<file path="src/rtl/if_prefetch_queue.sv">
// Instruction-fetch prefetch queue: owns the fetch PC, issues req/ack fetches and buffers results.
// Optional same-cycle bypass of returning data to the output when IFQ_BYPASS_EN is defined.
module if_prefetch_queue #(
    parameter int unsigned DEPTH    = 4,
    parameter logic [63:0] RESET_PC = 64'd0
) (
    input  logic                     clk,
    input  logic                     reset,
    input  logic                     redirect_valid,
    input  logic [63:0]              redirect_pc,
    output logic                     imem_req,
    output logic [63:0]              imem_addr,
    input  logic                     imem_ack,
    input  logic [31:0]              imem_rdata,
    input  logic                     deq_ready,
    output logic                     out_valid,
    output logic [63:0]              out_pc,
    output logic [31:0]              out_instruction,
    output logic [$clog2(DEPTH):0]   occupancy
);

    localparam int unsigned PtrW = $clog2(DEPTH);
    localparam logic [PtrW:0] FullCount = (PtrW + 1)'(DEPTH);

    typedef enum logic [1:0] {StIdle, StReq, StDiscard} state_e;

    state_e          state_q, state_d;
    logic [63:0]     fetch_pc_q, fetch_pc_d;
    logic [63:0]     req_addr_q, req_addr_d;
    logic [PtrW-1:0] wr_ptr_q, rd_ptr_q;
    logic [PtrW:0]   count_q, count_d;
    logic [63:0]     pc_mem    [DEPTH];
    logic [31:0]     instr_mem [DEPTH];

    logic full, empty, ack_fire, data_keep, bypass, enq, deq;

    // Handshake and datapath decode
    always_comb begin
        full      = (count_q == FullCount);
        empty     = (count_q == '0);
        imem_req  = 1'b0;
        imem_addr = fetch_pc_q;
        case (state_q)
            StIdle:  imem_req = !full && !redirect_valid;
            StReq, StDiscard: begin
                imem_req  = 1'b1;
                imem_addr = req_addr_q;
            end
            default: imem_req = 1'b0;
        endcase

        ack_fire  = imem_req && imem_ack;
        data_keep = ack_fire && !redirect_valid && (state_q != StDiscard);
`ifdef IFQ_BYPASS_EN
        bypass    = empty && data_keep;
`else
        bypass    = 1'b0;
`endif
        out_valid       = !empty || bypass;
        out_pc          = 64'd0;
        out_instruction = 32'd0;
        if (!empty) begin
            out_pc          = pc_mem[rd_ptr_q];
            out_instruction = instr_mem[rd_ptr_q];
        end else if (bypass) begin
            out_pc          = imem_addr;
            out_instruction = imem_rdata;
        end

        deq       = !empty && deq_ready && !redirect_valid;
        // A bypassed word that is consumed immediately never occupies a slot
        enq       = data_keep && !(bypass && deq_ready);
        occupancy = count_q;
    end

    // Next-state logic
    always_comb begin
        state_d    = state_q;
        fetch_pc_d = fetch_pc_q;
        req_addr_d = req_addr_q;
        case (state_q)
            StIdle: begin
                if (imem_req && !imem_ack) begin
                    state_d    = StReq;
                    req_addr_d = fetch_pc_q;
                end
            end
            StReq: begin
                if (imem_ack) begin
                    state_d = StIdle;
                end else if (redirect_valid) begin
                    state_d = StDiscard;
                end
            end
            StDiscard: begin
                if (imem_ack) begin
                    state_d = StIdle;
                end
            end
            default: state_d = StIdle;
        endcase
        if (data_keep) begin
            fetch_pc_d = imem_addr + 64'd1;
        end
        if (redirect_valid) begin
            fetch_pc_d = redirect_pc;
        end
        count_d = redirect_valid ? '0
                                 : count_q + (PtrW + 1)'(enq) - (PtrW + 1)'(deq);
    end

    always_ff @(posedge clk) begin
        if (reset) begin
            state_q    <= StIdle;
            fetch_pc_q <= RESET_PC;
            req_addr_q <= RESET_PC;
            wr_ptr_q   <= '0;
            rd_ptr_q   <= '0;
            count_q    <= '0;
        end else begin
            state_q    <= state_d;
            fetch_pc_q <= fetch_pc_d;
            req_addr_q <= req_addr_d;
            count_q    <= count_d;
            if (redirect_valid) begin
                wr_ptr_q <= '0;
                rd_ptr_q <= '0;
            end else begin
                if (enq) wr_ptr_q <= wr_ptr_q + 1'b1;
                if (deq) rd_ptr_q <= rd_ptr_q + 1'b1;
            end
        end
    end

    // Storage needs no reset; reads are gated by occupancy
    always_ff @(posedge clk) begin
        if (enq) begin
            pc_mem[wr_ptr_q]    <= imem_addr;
            instr_mem[wr_ptr_q] <= imem_rdata;
        end
    end

endmodule

</file>
<file path="config.mk">
export PLATFORM = sky130hd
export DESIGN_NAME = if_prefetch_queue
export DESIGN_NICKNAME = d
export VERILOG_FILES = /design/src/rtl/if_prefetch_queue.sv
export SDC_FILE = /design/constraint.sdc
export NUM_CORES = 1
export LEC_CHECK = 0
export BUFFER_PORTS_ARGS = -buffer_cell sky130_fd_sc_hd__buf_2
export CORE_MARGIN = 2
export CORE_UTILIZATION = 53
export DETAILED_ROUTE_END_ITERATION = 6
export MAX_ROUTING_LAYER = met4
export PLACE_DENSITY = 0.76
export SETUP_SLACK_MARGIN = 0.5
export SLEW_MARGIN = 20
export SYNTH_ARGS = -nofsm -noshare
export SYNTH_HDL_FRONTEND = slang
export SYNTH_SLANG_ARGS = --single-unit
</file>
<file path="constraint.sdc">
create_clock -name clk -period 5 [get_ports clk]
set_input_delay 1.25 -clock clk [delete_from_list [all_inputs] [get_ports clk]]
set_output_delay 1.25 -clock clk [all_outputs]
set_load 0.01 [all_outputs]
</file>
==> metrics.md <==
| Metric | Value |
|---|---|
| Status | `finished, violations left` |
| Failing checks | `DRC` |
| Clock Skew | `between 20 and 25 ps` |
| CP endpoint kind | `output pin` |
| Post-detail-place hpwl | `35,900 um` |
| GRT Util Overall | `0.258` |
| Synthesized area | `22,600 um^2` |
| Leak | `9.21 nW` |
| Final hold viol count | `0` |
| First-pass GRT wire length | `84,900 um` |
| DRC violations left | `10` |
| Post-Syn Nets | `1,711` |
| Register area | `14,300 um^2` |
| Yosys cell types | `64` |
| Seq/Total Area, Yosys | `0.635` |
| Final worst path period share | `0.840` |
| Worst-path cell chain | `inv_1 -> ha_4 -> buf_12 -> mux2i_1 -> inv_1 -> buf_2` |
| Largest net degree at the start of global routing | `80` |
| Prevailing post-synth register cell | `edfxtp_1` |
| Post-synthesis register bit count | `523` |
| DR iter-0 viols | `1,619` |
| Fin cells | `2,423` |
| Row count | `75` |
| Minimum clock period | `4200 ps` |
| Post-DRT Antenna Nets | `0` |
| CORE AREA | `41,900 um^2` |
| Die area | `44,200 um^2` |
| # IOs | `266` |
| RSZ-0062 raised after global routing | `no` |
| Worst hold slack | `456 ps` |
| Hold-fix buffers, CTS | `0` |
| H-tree depth | `2` |
| Top cells by area, synth | `edfxtp_1, dfxtp_1, mux4_2` |
| Share of the synthesized area in the top cell type | `0.511` |
| Footprint of the multi-input gates | `7740 um^2` |
| Die Wd | `210 um` |
| Max-slew violation count | `0` |
| Max Cap Violations | `0` |
| Antenna violations before repair | `3` |
| Num Clock Sinks | `523` |
| Vias in the first global route | `14,427` |
| Post-synth EDFFs | `384` |
| Post_cts resized | `0` |
| Most used cell, CP | `inv_1` |
| Total Power | `10.7 mW` |
| Routed wire length | `about 56,000 um` |
| Total gr overflow | `0` |
| Critical Path Max Stage Delay | `approximately 700 ps` |
| Setup TNS | `0 ps` |
| DIE HEIGHT | `~210 um` |
| Clk buf depth | `3` |
| Gp weighted congestion | `0.898` |
| Post-synth ARST share | `0` |
| Cell taking the most area after synthesis | `edfxtp_1` |
| Fin util | `0.623` |
| Post-Place Cells | `2,322` |
| Highest-delay cell along the critical path | `ha_4` |
| Final Setup Violations | `0` |
| Clock root buffer | `clkbuf_16` |
| Number of buffers inserted by port buffering | `265` |
| Worst-Skew Late Latency | `slightly below 600 ps` |
| Worst Tran Pin Value | `approximately 960 ps` |
| Arrival @ worst endpoint | `2950 ps` |
| Startpoint Class | `flop` |
| YS warnings | `0` |
| Worst rel slew slack | `0.360` |
| Req. time, crit path | `3750 ps` |
| Bufs and invs on worst path | `4` |
| Crit path kind | `flop to output pin` |
| Layout area overhead | `15.9%` |
| Via count | `14,895` |
| VDD IR max | `0.306 mV` |
| Vias per inst | `6.15` |
| NumNets Final | `1,952` |
| Drt pass-1 iters | `7` |
| Filler Cell Count | `3,110` |
| Num CTS Buffers | `52` |
| Wire per inst | `23.2 um` |
| Crit-path max FO | `77` |
| Initial Util | `0.538` |
| Syn Area/Cell | `14.1 um^2` |
| Share of layout cells above drive strength 1 | `0.286` |
| Cell count after synthesis | `1,597` |
| Top Family by Delay on Critical Path | `buffers and inverters` |
| Reg clk slew, reported paths | `60 ps` |
| Min-delay worst type | `flop to flop` |
| Pwr dens | `409 nW/um^2` |
| Max frequency | `238 MHz` |
| TritonCTS clock tree | `built` |
[final timing paths]
path / from / endpoint / slack [ps] / cells after the start
worst min-delay path: req_addr_q[60] / req_addr_q[60] / 460 / 2
worst max register to register: state_q[0] / fetch_pc_q[38] / 1240 / 10
worst min register to register: req_addr_q[60] / req_addr_q[60] / 460 / 2
worst max-delay path: state_q[0] / imem_addr[61] / 800 / 6
[repair_timing]
action,4_1_cts,5_1_grt
endpoints found under the setup margin,0,1
setup buffers,0,1
endpoints found under the hold margin,0,0
[registers in the layout (all words and copies together), names as in the netlist, named ones only]
register and count:
wr_ptr_q 2, pc_mem 256, instr_mem 128, req_addr_q 64
rd_ptr_q 2, fetch_pc_q 64, occupancy 3, state_q 2
[cells in the final DEF, fill, tap and decap left out, types with 4 or more instances in the layout]
| cell | instances |
|---|---|
| edfxtp_1 | 384 |
| buf_2 | 264 |
| nand2_1 | 176 |
| dfxtp_1 | 137 |
| mux4_2 | 96 |
| and2_1 | 96 |
| a21oi_1 | 78 |
| a22oi_1 | 60 |
| clkbuf_16 | 54 |
| xnor2_1 | 51 |
| nor2_1 | 50 |
| mux2_2 | 49 |
| nand3_1 | 38 |
| o22ai_1 | 35 |
| nand4_1 | 28 |
| inv_1 | 27 |
| nand3b_1 | 20 |
| a222oi_1 | 18 |
| mux2i_1 | 17 |
| clkbuf_1 | 16 |
| buf_4 | 12 |
| nand4b_1 | 11 |
| ha_1 | 11 |
| buf_12 | 11 |
| nor4_1 | 10 |
| clkinv_1 | 9 |
| nor3_1 | 8 |
| clkinv_2 | 8 |
| o21ai_0 | 7 |
| o32ai_1 | 6 |
| xor2_1 | 6 |
| and4_1 | 5 |
| a31oi_1 | 5 |
| and3_1 | 4 |
| a31o_2 | 4 |
| and2_4 | 4 |
| clkbuf_8 | 4 |
[worst register-to-register path, delay by kind of cell (launching register included)]
| family | cells | cell delay (ps) |
|---|---|---|
| adder cells (fa/ha/maj) | 2 | 900 |
| flip-flops | 1 | 380 |
| buffers and inverters | 2 | 190 |
| AND/OR/NAND/NOR | 2 | 950 |
| AO/OA/AOI/OAI | 3 | 870 |
| multiplexers | 1 | 370 |
[logic make-up after synthesis]
group / count (synthesis) / share of synthesized area
adders and majority gates: 13 / 0.00754
xor gates and xnor gates: 57 / 0.0221
muxes: 162 / 0.128
and+or+nand+nor: 483 / 0.115
AOI/OAI and AO/OA: 231 / 0.0690
DFF: 523 / 0.635
buffers and inverters: 128 / 0.0240
[Yosys cell counts, types with 18 or more instances]
master / n
a21oi_1: 79
a222oi_1: 18
a22oi_1: 60
and2_1: 100
clkbuf_1: 70
dfxtp_1: 139
edfxtp_1: 384
inv_1: 27
mux2_2: 49
mux4_2: 96
nand2_1: 176
nand3_1: 39
nand3b_1: 20
nand4_1: 28
nor2_1: 50
o22ai_1: 35
xnor2_1: 51
[through the flow]
| stage | area, um^2 | setup slack, ps |
|---|---|---|
| after CTS | 26100 | 606 |
| after global routing | 26100 | 583 |
| after detailed placement | 24500 | 1160 |
| after floorplan | 22600 | 997 |
| final | 26100 | 802 |
| after global placement | 24500 | 1310 |
[cell type report]
class | instances | area share
Antenna cell | 2 | 0.000191
Clock buffer | 74 | 0.0561
Clock inverter | 24 | 0.00751
Inverter | 28 | 0.00402
Multi-Input combinational cell | 946 | 0.296
Sequential cell | 523 | 0.548
Tap cell | 539 | 0.0258
Timing Repair Buffer | 287 | 0.0624
[power by group]
part	switching, mW	total [mW]	internal [mW]
Clock	1.62	3.81	2.20
Combinational	1.13	1.81	0.682
Sequential	0.123	5.07	4.94
Total	2.86	10.7	7.82
[per-layer routing]
layer	GRT usage	part of all wire	up-vias
li1	-	-	6617
met1	0.348	0.41	7511
met2	0.408	0.49	670
met3	0.0496	0.079	97
met4	0.0673	0.022	0
met5	-	0	-
Power figures use the tool's default switching activity.
